`src/rtl/mc_pkg.sv`:
```
// Shared definitions for the multi-cycle MIPS control unit: state codes,
// ALU operation codes (shared with the ALU), opcode/funct values and the
// datapath select encodings.
package mc_pkg;

  // Controller states; codes are visible on dbg_state.
  typedef enum logic [3:0] {
    S_IF   = 4'd0,
    S_ID   = 4'd1,
    S_EX_R = 4'd2,
    S_WB_R = 4'd3,
    S_EX_I = 4'd4,
    S_WB_I = 4'd5,
    S_MA   = 4'd6,
    S_MR   = 4'd7,
    S_WBL  = 4'd8,
    S_MW   = 4'd9,
    S_BEQ  = 4'd10,
    S_JMP  = 4'd11
  } state_t;

  // ALU operation codes driven on alu_ctr.
  localparam logic [2:0] ALU_ADDU = 3'b000;
  localparam logic [2:0] ALU_ADD  = 3'b001;
  localparam logic [2:0] ALU_OR   = 3'b010;
  localparam logic [2:0] ALU_SUBU = 3'b100;
  localparam logic [2:0] ALU_SUB  = 3'b101;
  localparam logic [2:0] ALU_SLTU = 3'b110;
  localparam logic [2:0] ALU_SLT  = 3'b111;

  // Primary opcodes (IR[31:26]).
  localparam logic [5:0] OP_RTYPE = 6'b000000;
  localparam logic [5:0] OP_ADDI  = 6'b001000;
  localparam logic [5:0] OP_ADDIU = 6'b001001;
  localparam logic [5:0] OP_ORI   = 6'b001101;
  localparam logic [5:0] OP_LW    = 6'b100011;
  localparam logic [5:0] OP_SW    = 6'b101011;
  localparam logic [5:0] OP_BEQ   = 6'b000100;
  localparam logic [5:0] OP_J     = 6'b000010;

  // R-type function codes (IR[5:0]).
  localparam logic [5:0] F_ADD  = 6'b100000;
  localparam logic [5:0] F_ADDU = 6'b100001;
  localparam logic [5:0] F_SUB  = 6'b100010;
  localparam logic [5:0] F_SUBU = 6'b100011;
  localparam logic [5:0] F_OR   = 6'b100101;
  localparam logic [5:0] F_SLT  = 6'b101010;
  localparam logic [5:0] F_SLTU = 6'b101011;

  // Next-PC source select.
  localparam logic [1:0] PC_SRC_ALU    = 2'b00;
  localparam logic [1:0] PC_SRC_ALUOUT = 2'b01;
  localparam logic [1:0] PC_SRC_JUMP   = 2'b10;

  // ALU B-operand select.
  localparam logic [1:0] SRCB_RT      = 2'b00;
  localparam logic [1:0] SRCB_FOUR    = 2'b01;
  localparam logic [1:0] SRCB_IMM     = 2'b10;
  localparam logic [1:0] SRCB_IMM_SH2 = 2'b11;

  // Every control output in one bundle so a state's settings read as a unit.
  typedef struct packed {
    logic       pc_wr;
    logic [1:0] pc_src;
    logic       ir_wr;
    logic       mem_rd;
    logic       mem_wr;
    logic       i_or_d;
    logic       reg_wr;
    logic       reg_dst;
    logic       mem_to_reg;
    logic       alu_src_a;
    logic [1:0] alu_src_b;
    logic       ext_op;
    logic [2:0] alu_ctr;
    logic       illegal;
  } ctrl_t;

  // Signed arithmetic whose overflow must suppress the register write.
  function automatic logic traps_on_overflow(input logic [5:0] op,
                                             input logic [5:0] funct);
    return (op == OP_ADDI) ||
           ((op == OP_RTYPE) && ((funct == F_ADD) || (funct == F_SUB)));
  endfunction

endpackage

```
`src/rtl/mc_alu_dec.sv`:
```
// R-type funct decoder: maps funct to the ALU operation and flags whether
// the funct is one this controller supports.
module mc_alu_dec
  import mc_pkg::*;
(
  input  logic [5:0] i_funct,
  output logic [2:0] o_alu_ctr,
  output logic       o_legal
);

  // Pure lookup; unsupported functs fall back to addu and clear o_legal.
  always_comb begin
    // NOTE: every output gets a default before the case so no path leaves
    // it unassigned, which would otherwise infer a latch.
    o_alu_ctr = ALU_ADDU;
    o_legal   = 1'b1;
    case (i_funct)
      F_ADDU:  o_alu_ctr = ALU_ADDU;
      F_ADD:   o_alu_ctr = ALU_ADD;
      F_SUBU:  o_alu_ctr = ALU_SUBU;
      F_SUB:   o_alu_ctr = ALU_SUB;
      F_OR:    o_alu_ctr = ALU_OR;
      F_SLTU:  o_alu_ctr = ALU_SLTU;
      F_SLT:   o_alu_ctr = ALU_SLT;
      default: o_legal   = 1'b0;
    endcase
  end

endmodule

```
`src/rtl/mc_ctrl.sv`:
```
// Multi-cycle MIPS control unit. Steps each instruction through fetch,
// decode, execute, memory and write-back states, driving the datapath
// selects/enables and the ALU operation. Outputs are decoded from the
// state, with a few enables qualified by mem_ready, zero or the captured
// overflow flag.
module mc_ctrl
  import mc_pkg::*;
#(
  parameter int STATE_W = 4
) (
  input  logic               clk,
  input  logic               rst,
  input  logic [5:0]         op,
  input  logic [5:0]         funct,
  input  logic               zero,
  input  logic               overflow,
  input  logic               mem_ready,
  output logic               pc_wr,
  output logic [1:0]         pc_src,
  output logic               ir_wr,
  output logic               mem_rd,
  output logic               mem_wr,
  output logic               i_or_d,
  output logic               reg_wr,
  output logic               reg_dst,
  output logic               mem_to_reg,
  output logic               alu_src_a,
  output logic [1:0]         alu_src_b,
  output logic               ext_op,
  output logic [2:0]         alu_ctr,
  output logic               illegal,
  output logic [STATE_W-1:0] dbg_state
);

  state_t r_state;
  state_t w_next;
  logic   r_ovf;
  ctrl_t  w_ctrl;
  logic [2:0] w_r_alu_ctr;
  logic       w_r_legal;

  mc_alu_dec u_alu_dec (
    .i_funct   (funct),
    .o_alu_ctr (w_r_alu_ctr),
    .o_legal   (w_r_legal)
  );

  // State register; synchronous reset returns to fetch.
  always_ff @(posedge clk) begin
    // NOTE: registers are updated with non-blocking assignments so every
    // flop samples pre-edge values regardless of statement order.
    if (rst) r_state <= S_IF;
    else     r_state <= w_next;
  end

  // Overflow flag: captured at the end of either execute state, cleared on
  // the way back to fetch, so it only ever qualifies the following WB.
  always_ff @(posedge clk) begin
    if (rst) begin
      r_ovf <= 1'b0;
    end else if ((r_state == S_EX_R) || (r_state == S_EX_I)) begin
      r_ovf <= overflow && traps_on_overflow(op, funct);
    end else if (w_next == S_IF) begin
      r_ovf <= 1'b0;
    end
  end

  // Next state and control outputs from the current state.
  always_comb begin
    w_next = r_state;
    w_ctrl = '0;
    case (r_state)
      S_IF: begin
        w_ctrl.mem_rd    = 1'b1;
        w_ctrl.i_or_d    = 1'b0;
        w_ctrl.alu_src_a = 1'b0;
        w_ctrl.alu_src_b = SRCB_FOUR;
        w_ctrl.alu_ctr   = ALU_ADDU;
        w_ctrl.pc_src    = PC_SRC_ALU;
        if (mem_ready) begin
          w_ctrl.pc_wr = 1'b1;
          w_ctrl.ir_wr = 1'b1;
          w_next       = S_ID;
        end
      end
      S_ID: begin
        // Speculatively compute the branch target into ALUOut.
        w_ctrl.alu_src_a = 1'b0;
        w_ctrl.alu_src_b = SRCB_IMM_SH2;
        w_ctrl.ext_op    = 1'b1;
        w_ctrl.alu_ctr   = ALU_ADDU;
        case (op)
          OP_RTYPE: begin
            if (w_r_legal) begin
              w_next = S_EX_R;
            end else begin
              w_ctrl.illegal = 1'b1;
              w_next         = S_IF;
            end
          end
          OP_ADDI, OP_ADDIU, OP_ORI: w_next = S_EX_I;
          OP_LW, OP_SW:              w_next = S_MA;
          OP_BEQ:                    w_next = S_BEQ;
          OP_J:                      w_next = S_JMP;
          default: begin
            w_ctrl.illegal = 1'b1;
            w_next         = S_IF;
          end
        endcase
      end
      S_EX_R: begin
        w_ctrl.alu_src_a = 1'b1;
        w_ctrl.alu_src_b = SRCB_RT;
        w_ctrl.alu_ctr   = w_r_alu_ctr;
        w_next           = S_WB_R;
      end
      S_WB_R: begin
        w_ctrl.reg_dst    = 1'b1;
        w_ctrl.mem_to_reg = 1'b0;
        w_ctrl.reg_wr     = ~r_ovf;
        w_next            = S_IF;
      end
      S_EX_I: begin
        w_ctrl.alu_src_a = 1'b1;
        w_ctrl.alu_src_b = SRCB_IMM;
        case (op)
          OP_ORI: begin
            w_ctrl.ext_op  = 1'b0;
            w_ctrl.alu_ctr = ALU_OR;
          end
          OP_ADDI: begin
            w_ctrl.ext_op  = 1'b1;
            w_ctrl.alu_ctr = ALU_ADD;
          end
          default: begin
            w_ctrl.ext_op  = 1'b1;
            w_ctrl.alu_ctr = ALU_ADDU;
          end
        endcase
        w_next = S_WB_I;
      end
      S_WB_I: begin
        w_ctrl.reg_dst    = 1'b0;
        w_ctrl.mem_to_reg = 1'b0;
        w_ctrl.reg_wr     = ~r_ovf;
        w_next            = S_IF;
      end
      S_MA: begin
        w_ctrl.alu_src_a = 1'b1;
        w_ctrl.alu_src_b = SRCB_IMM;
        w_ctrl.ext_op    = 1'b1;
        w_ctrl.alu_ctr   = ALU_ADDU;
        w_next           = (op == OP_SW) ? S_MW : S_MR;
      end
      S_MR: begin
        w_ctrl.mem_rd = 1'b1;
        w_ctrl.i_or_d = 1'b1;
        if (mem_ready) w_next = S_WBL;
      end
      S_WBL: begin
        w_ctrl.reg_dst    = 1'b0;
        w_ctrl.mem_to_reg = 1'b1;
        w_ctrl.reg_wr     = 1'b1;
        w_next            = S_IF;
      end
      S_MW: begin
        w_ctrl.mem_wr = 1'b1;
        w_ctrl.i_or_d = 1'b1;
        if (mem_ready) w_next = S_IF;
      end
      S_BEQ: begin
        w_ctrl.alu_src_a = 1'b1;
        w_ctrl.alu_src_b = SRCB_RT;
        w_ctrl.alu_ctr   = ALU_SUBU;
        w_ctrl.pc_src    = PC_SRC_ALUOUT;
        w_ctrl.pc_wr     = zero;
        w_next           = S_IF;
      end
      S_JMP: begin
        w_ctrl.pc_src = PC_SRC_JUMP;
        w_ctrl.pc_wr  = 1'b1;
        w_next        = S_IF;
      end
      default: w_next = S_IF;
    endcase

    // Reset aborts whatever is in flight: no write of any kind on that edge.
    if (rst) begin
      w_ctrl.pc_wr   = 1'b0;
      w_ctrl.ir_wr   = 1'b0;
      w_ctrl.mem_rd  = 1'b0;
      w_ctrl.mem_wr  = 1'b0;
      w_ctrl.reg_wr  = 1'b0;
      w_ctrl.illegal = 1'b0;
    end
  end

  assign pc_wr      = w_ctrl.pc_wr;
  assign pc_src     = w_ctrl.pc_src;
  assign ir_wr      = w_ctrl.ir_wr;
  assign mem_rd     = w_ctrl.mem_rd;
  assign mem_wr     = w_ctrl.mem_wr;
  assign i_or_d     = w_ctrl.i_or_d;
  assign reg_wr     = w_ctrl.reg_wr;
  assign reg_dst    = w_ctrl.reg_dst;
  assign mem_to_reg = w_ctrl.mem_to_reg;
  assign alu_src_a  = w_ctrl.alu_src_a;
  assign alu_src_b  = w_ctrl.alu_src_b;
  assign ext_op     = w_ctrl.ext_op;
  assign alu_ctr    = w_ctrl.alu_ctr;
  assign illegal    = w_ctrl.illegal;
  assign dbg_state  = STATE_W'(r_state);

endmodule

```
`config.mk`:
```
export PLATFORM = sky130hd
export DESIGN_NAME = mc_ctrl
export DESIGN_NICKNAME = d
export VERILOG_FILES = /design/src/rtl/mc_pkg.sv /design/src/rtl/mc_alu_dec.sv /design/src/rtl/mc_ctrl.sv
export SDC_FILE = /design/constraint.sdc
export NUM_CORES = 1
export LEC_CHECK = 0
export ABC_AREA = 1
export CAP_MARGIN = 20
export CORE_ASPECT_RATIO = 1.2
export CORE_UTILIZATION = 35
export DETAILED_ROUTE_END_ITERATION = 10
export GPL_ROUTABILITY_DRIVEN = 0
export PLACE_DENSITY = 0.79
export SLEW_MARGIN = 20
export SYNTH_ARGS = -nofsm -noshare
export SYNTH_HDL_FRONTEND = slang
export SYNTH_SLANG_ARGS = --single-unit
export TNS_END_PERCENT = 5
```
`constraint.sdc`:
```
create_clock -name clk -period 1.32 [get_ports clk]
set_input_delay 0.198 -clock clk [delete_from_list [all_inputs] [get_ports clk]]
set_output_delay 0.198 -clock clk [all_outputs]
set_load 0.01 [all_outputs]
```
# Word-level counts from Yosys, hierarchy flattened

Index checks and enable logic that the tools add are counted.

Register bits after elaboration: 5
Input port bits: 17
Output and inout bits: 22
Logic and storage cells: 75

Equal/unequal tests: 25
Multiplexer cells: 29
Bitwise logic cells: 1
Reductions and logical operators: 18

Operator list:

| cell                                           | number |
|---|---|
| == test 6 bit (second input constant)          | 9 |
| case mux 4 bit (7 select lines)                | 1 |
| case mux 3 bit (3 select lines)                | 3 |
| case mux 4 bit (5 select lines)                | 1 |
| == test 6 x 4 -> 1 bit (second input constant) | 3 |
| case mux 3 bit (6 select lines)                | 1 |
| == test 4 x 3 -> 1 bit (second input constant) | 4 |
| == test 4 bit (second input constant)          | 4 |
| two-way mux 4 bit                              | 4 |
| OR reduction 7 bit                             | 2 |
| two-way mux 1 bit                              | 13 |
| case mux 3 bit (4 select lines)                | 1 |
| OR reduction 2 bit                             | 6 |
| == test 4 x 2 -> 1 bit (second input constant) | 2 |
| logical NOT 4 bit                              | 2 |
| case mux 4 bit (2 select lines)                | 1 |
| == test 6 x 2 -> 1 bit (second input constant) | 1 |
| == test 6 x 3 -> 1 bit (second input constant) | 1 |
| logical NOT 6 bit                              | 1 |
| == test 4 x 1 -> 1 bit (second input constant) | 1 |
| case mux 1 bit (2 select lines)                | 2 |
| logical OR 1 bit                               | 3 |
| two-way mux 3 bit                              | 1 |
| OR reduction 3 bit                             | 1 |
| 4 further kinds                                | 5 |

# Logic depth before layout (Yosys ltp)

Gate-level depths: netlist (run 1).

Word-level depth: 9
Depth in mapped cells: 12
Mapped depth without buffers: 12

# By module

Synthesis (run 1) repeated with hierarchy kept, for this count alone.

Cells, all modules: 147
Area total of the unflattened synthesis: 753.2 µm²

By module, submodules not included:

| module     | instances | cells each | area each (µm²) | sequential area each (µm²) |
|---|---|---|---|---|
| mc_ctrl    | 1         | 127        | 646.9           | 100.1 |
| mc_alu_dec | 1         | 20         | 106.4           | 0.0 |

# Worst setup path after synthesis (run 1)

OpenSTA, ideal clock, no wires.

Kind: register -> output
Start point: register r_state[3], in the netlist dbg_state[3]
End point: output port pc_wr
Data arrival time: 1.271 ns
Data required time: 1.122 ns
Path slack: -0.149 ns
Stages on the path, launching flop included: 7
Path buffers: 0
Cells stage by stage: dfxtp_1 > inv_2 > nor2_1 > inv_1 > nor2_1 > a21oi_1 > a21oi_1

Word-level cells in the longest chain between the ends: 3
Elaborated cells on any way between the ends: 5
Those cells by class: eq/ne: 2; mux: 2; reduce/logical: 1

Ends and longest elaborated chain:

| element                                            | RTL line       | text |
|---|---|---|
| start: declaration                                 | mc_ctrl.sv:35  | `state_t r_state;` |
| start signal: assignment                           | mc_ctrl.sv:53  | `else r_state <= w_next;` |
| == test 4 bit or logical NOT 4 bit (tied branches) | mc_ctrl.sv:72  | `case (r_state)` |
| case mux 3 bit (3 select lines) (*)                | mc_ctrl.sv:72  |  |
| two-way mux 1 bit (*)                              | mc_ctrl.sv:188 | `if (rst) begin` |
| end: declaration                                   | mc_ctrl.sv:18  | `output logic pc_wr,` |

Every way passes the cells marked *; elsewhere a longest branch is shown, timed or not.

# Final worst setup path (run 1)

Start point: register r_state[1], in the netlist dbg_state[1]
End point: output port reg_wr

Word-level cells in the longest chain between the ends: 3
Elaborated cells on any way between the ends: 5
Those cells by class: eq/ne: 3; mux: 2

Ends and longest elaborated chain:

| element                               | RTL line       | text |
|---|---|---|
| == test 4 bit (tied with other cells) | mc_ctrl.sv:72  |  |
| case mux 3 bit (3 select lines) (*)   | mc_ctrl.sv:72  |  |
| two-way mux 1 bit (*)                 | mc_ctrl.sv:188 |  |
| end: declaration                      | mc_ctrl.sv:24  | `output logic reg_wr,` |

Marked as above.

==> flow_summary_export.csv, run 1 <==
group,metric,value,unit
logic_synthesis,synth.distinct_cells,20,
sta,hold_viol,0,
logic_synthesis,synth_seq_cells,5,
setup_path,endpoint_kind,"primary output",
status,status,"finished, violations left",
clock_network,numClockSinks,5,
drt,dr.first_iter.drc_count,52,
clock_network,htreeDepth,1,
sta,tightest_slew,0.322,ns
die,die-area,2250,um2
power_and_ir_drop,power_density,411,nW/um2
clock_network,numCtsBuffers,3,
setup_path,path_class,"flop to primary output",
setup_path,slowest_delay,0.40,ns
logic_synthesis,syn_area,721,um2
global_route,track_usage,31.3,%
setup_path,crit_fanout,7,
drt,drtAntennaViolNets,0,
worst_hold_path,hold_path.class,"primary input to flop",
die,fp.dieH,51.7,um
clock_network,root_buffer,"clkbuf_4",
power_and_ir_drop,leakage,0.866,nW
place,pre_cts_ws,-0.801,ns
drt,first_pass_iters,7,
cells_and_area,area_growth,111,%
setup_path,start_kind,"flop",
sta,fin_tns_setup,-3.55,ns
power_and_ir_drop,ir_worst_vdd,0.506,mV
logic_synthesis,yosys_warnings,0,
setup_path,crit_arrival,1.44,ns
setup_path,cp_top_family,"simple AND/OR/NAND/NOR gates",
cells_and_area,post_route_cells_drive_above_1_share,50.7,%
cells_and_area,nNetsFinal,245,
drt,via_per_inst,5.26,
logic_synthesis,postSynthCellCount,144,
clock_network,clk_pin_slew,0.05,ns
sta,maxSlewHeadroom,78.4,%
sta,fin_crit_sh,124,%
sta,setup_ws,-0.321,ns
drt,wl_per_cell,13.6,um
clock_network,clk_latency,0.25,ns
drt,drc,8,
global_route,grt_overflow,0,
place,place_hpwl,2.32,mm
sta,setup_viol,22,
clock_network,holdBufCountCts,0,
setup_path,path_cells,"nand2_2, nor2_4, a21oi_2, nor2_1, o21ai_1, inv_1, buf_6",
global_route,grt_pass1_vias,1262,
setup_path,cp.required,1.12,ns
sta,rsz0062_at_grt,"true",
setup_path,critPathSlowestCell,"dfxtp_4",
cells_and_area,antenna_cells,0,
place,numPortBuffers,38,
global_route,antenna_found_initial,0,
sta,slew_violations,0,
logic_synthesis,synth.avg_cell_area,5.00,um2
global_route,grt_max_degree,9,
logic_synthesis,syn_nets,161,
die,dieWidth,43.4,um
global_route,grt_first_pass_wirelength,5.22,mm
sta,fin_skew,0.00359,ns
clock_network,cts_tree,"done",
setup_path,cp.buffers_inverters,2,
sta,max_freq,609,MHz
drt,vias,1294,
die,core,1890,um2
logic_synthesis,seq_area_frac_synth,13.9,%
clock_network,clock_path_buffers,2,
flow_run,cap_violations,0,
sta,fin_crit,1.64,ns
die,initial_core_util,38.1,%
die,num_rows,17,
status,violations,"DRC, setup timing",
drt,routed_wl,3.35,mm
die,io_pins,39,
-- final timing paths --
kind,to,depth (start not counted),slack [ns],from
worst min-delay path,r_ovf,3,0.55,overflow
worst max-delay path,reg_wr,7,-0.32,dbg_state[1]
worst min register to register,r_ovf,4,0.59,r_ovf
worst max register to register,r_ovf,13,-0.25,dbg_state[2]
-- what timing repair did --
item                                    in CTS  in global routing
endpoints found under the setup margin      27                 23
pin swaps                                   15                  3
gates cloned                                 0                  0
setup buffers                                7                  1
gates resized for setup                    124                  8
-- registers in the layout, indices dropped and copies added (netlist names) --
name and count:
dbg_state 4, r_ovf 1
-- kinds of logic (layout without fill, tap and decap cells) --
| family | after synthesis | in the layout | share of synthesized area [%] |
|---|---|---|---|
| AND/OR/NAND/NOR | 92 | 92 | 56.8 |
| buffers and inverters | 31 | 114 | 16.1 |
| AO/OA/AOI/OAI | 16 | 16 | 13.2 |
| flip-flops | 5 | 5 | 13.9 |
-- stage by stage --
stage | area [um2] | hold slack, ns | utilization, % | total power, mW | std cells
final | 1520 | 0.548 | 80.4 | 0.626 | 246
after global routing | 1520 | 0.573 | 80.4 | 0.654 | 246
after CTS | 1500 | 0.555 | 79.4 | 0.602 | 245
after detailed placement | 1390 | 0.568 | 73.4 | 0.418 | 234
after global placement | 1390 | 0.542 | 73.4 | 0.408 | 234
after floorplan | 734 | 0.376 | - | 0.256 | 144
-- synthesized netlist by cell type --
master	n	area share (%)
nand3_1	15	10
nor2_4	2	3.1
dfxtp_1	5	14
a21oi_1	9	6.2
nand2_2	4	3.5
o32ai_1	1	1.2
a21oi_2	1	1.2
o211ai_1	1	1.0
o21bai_1	1	1.0
o21ai_0	2	1.4
nand4_1	2	1.7
nor2_1	32	17
nand2_1	30	16
nor2_2	4	3.5
nor3_1	2	1.4
inv_1	25	13
and3_1	1	0.87
buf_1	1	0.52
o31ai_1	1	1.0
inv_2	5	2.6
-- power by group --
group / leakage [nW] / switching, mW / internal, mW
registers: 0.0436 / 0.00618 / 0.149
logic: 0.807 / 0.141 / 0.139
clock network: 0.0150 / 0.0763 / 0.115
-- layer usage --
metal,vias up,part of all wire (%),global-route usage [%]
met3,21,5.3,2.08
met2,65,53,61.1
met5,-,0,0
li1,618,-,-
met4,0,4.5,17.2
met1,590,37,32.3
-- layout by cell type (no fill, tap or decap), drive strengths merged --
master         count
buf               59
nor2              38
nand2             34
inv               30
dlygate4sd2       15
nand3             15
a21oi             10
clkdlybuf4s50      5
dfxtp              5
clkbuf             4
nand4              2
nor3               2
o21ai              2
o211ai             1
o32ai              1
and3               1
o21bai             1
o31ai              1
clkdlybuf4s15      1
-- cell type report --
cell class,count,area [um2]
Tap cell,19,23.8
Clock buffer,4,26.3
Timing Repair Buffer,80,622
Inverter,30,118
Multi-Input combinational cell,108,617
Sequential cell,5,115
Fill cell,135,372
-- worst min-delay path, stage by stage --
cell and delay, ns:
clkdlybuf4s50_1 0.40, nand3_1 0.10, a21oi_2 0.06
Note: power is estimated with default switching activity, not from simulation.
==> run 2: changes to the inputs <==
Settings changed: GPL_ROUTABILITY_DRIVEN 0 to 1.
==> results of run 2 <==
Final layout, timing and power as in run 1 (identical DEF).
==> run 3: changes to the inputs <==
Settings changed: CORE_ASPECT_RATIO 1.2 to 1.4, CORE_UTILIZATION 35 to 38, PLACE_DENSITY 0.79 to 0.82.
Clock period 1.32 ns to 1.55 ns, I/O delays scaled along.
==> flow_summary_export.csv, run 3 (synthesis gave the netlist of run 1 again) <==
group,metric,value,unit
clock_network,cts_tree,"done",
sta,tightest_slew,0.270,ns
drt,wl_per_cell,13.7,um
drt,via_per_inst,5.32,
setup_path,reg2reg_depth,12,
die,fp.dieH,53.5,um
die,die-area,2080,um2
cells_and_area,mostFrequentLayoutCell,"buf_4",
setup_path,timing.rr.end,"r_ovf",
clock_network,clock_path_buffers,2,
setup_path,crit_fanout,5,
setup_path,cp.required,1.32,ns
sta,fin_skew,0.00745,ns
global_route,antenna_found_initial,0,
global_route,grt_first_pass_wirelength,4.35,mm
sta,setup_viol,9,
die,io_pins,39,
global_route,grt_overflow,0,
die,initial_core_util,40.5,%
setup_path,path_class,"flop to primary output",
cells_and_area,largest_reg_flops,4,
drt,first_pass_iters,4,
global_route,track_usage,29.1,%
cells_and_area,area_growth,108,%
drt,routed_wl,3.36,mm
place,dp.cells,233,
worst_hold_path,hold-path-endpoint,"r_ovf",
cells_and_area,design_area,1500,um2
sta,hold_viol,0,
status,violations,"setup timing",
status,status,"finished, violations left",
place,numPortBuffers,38,
die,core,1780,um2
worst_hold_path,hold_path.class,"primary input to flop",
power_and_ir_drop,power_density,340,nW/um2
drt,dr.first_iter.drc_count,33,
cells_and_area,post_route_cells_drive_above_1_share,46.2,%
clock_network,holdBufCountCts,0,
setup_path,r2r_start,"dbg_state[0]",
worst_hold_path,hold_depth,6,
cells_and_area,nNetsFinal,243,
setup_path,crit_arrival,1.45,ns
setup_path,slowest_delay,0.36,ns
setup_path,reg2reg_slack,-0.04,ns
clock_network,numClockSinks,5,
power_and_ir_drop,ir_worst_vdd,0.391,mV
global_route,grt_max_degree,9,
clock_network,root_buffer,"clkbuf_4",
global_route,grt_pass1_vias,1186,
place,gp_congestion,0.918,
sta,rsz0062_at_grt,"true",
clock_network,numCtsBuffers,3,
power_and_ir_drop,leakage,0.867,nW
die,dieWidth,38.8,um
clock_network,htreeDepth,1,
place,place_area,1360,um2
sta,whs,0.544,ns
sta,setup_ws,-0.129,ns
place,place_hpwl,2.14,mm
sta,fin_crit,1.68,ns
sta,max_freq,596,MHz
cells_and_area,final_cell_mix,"buf_4 (42), nand2_1 (27), inv_1 (20), nor2_1 (20), nand3_1 (15)",
clock_network,clk_latency,0.25,ns
drt,drtAntennaViolNets,0,
cells_and_area,antenna_cells,0,
drt,vias,1303,
worst_hold_path,hp-start,"funct[4]",
flow_run,cap_violations,0,
setup_path,critPathSlowestCell,"dfxtp_4",
cells_and_area,fin_cells,245,
setup_path,endpoint_kind,"primary output",
die,num_rows,18,
drt,drc,0,
sta,maxSlewHeadroom,81.9,%
setup_path,path_cells,"inv_2, nor2_4, buf_4, a21oi_2, nor2_1, o21ai_0, inv_1, clkbuf_2",
setup_path,start_kind,"flop",
clock_network,clk_pin_slew,0.05,ns
sta,slew_violations,0,
sta,fin_crit_sh,108,%
-- run 3: cell type report --
type / instances / area (um2)
fill: 118 / 282
multi-input combinational: 108 / 592
tap: 20 / 25.0
clock buffer: 4 / 26.3
inverter: 30 / 120
timing repair buffer: 78 / 619
sequential: 5 / 115
-- run 3: metrics by stage --
stage / setup slack, ns / total power [mW] / TNS (ns) / util, %
2_1_floorplan: 0.0466 / 0.217 / 0 / -
3_3_place_gp: -0.579 / 0.337 / -5.64 / 76.6
3_5_place_dp: -0.643 / 0.342 / -6.36 / 76.6
4_1_cts: -0.211 / 0.485 / -1.10 / 79.7
5_1_grt: -0.210 / 0.541 / -1.69 / 84.2
6_report: -0.129 / 0.509 / -0.723 / 84.2
-- run 3: routing by layer --
layer | GRT usage, % | up-vias | wire length (um)
met5 | 0 | - | 0
met4 | 19.0 | 0 | 165
met3 | 6.20 | 24 | 146
met2 | 56.1 | 62 | 1890
met1 | 25.4 | 606 | 1170
li1 | - | 611 | -
-- run 3: timing repair --
action	CTS	global route
resized for setup	64	44
endpoints found under the setup margin	21	16
buffers inserted	4	4
pin swaps	6	8
-- run 3: power breakdown --
group          total [mW]  internal (mW)  switching [mW]
clock               0.155         0.0975          0.0572
combinational       0.221          0.108           0.113
sequential          0.133          0.127         0.00612
-- run 3: worst max-delay path: cells and delay by family (launching register included) --
kind,cells,cell delay [ns]
buffers and inverters,4,0.45
flip-flops,1,0.36
AND/OR/NAND/NOR,2,0.09
AO/OA/AOI/OAI,2,0.30
-- run 3: worst max-delay path by stage --
stage / start / to / slack, ns / depth (start not counted)
finish: dbg_state[0] / reg_wr / -0.13 / 8
detailed placement: funct[5] / alu_ctr[1] / -0.64 / 8
global placement: funct[5] / alu_ctr[1] / -0.58 / 8
CTS: funct[5] / alu_ctr[0] / -0.21 / 6
global route: dbg_state[2] / reg_wr / -0.21 / 8
floorplan: dbg_state[3] / pc_wr / 0.05 / 6
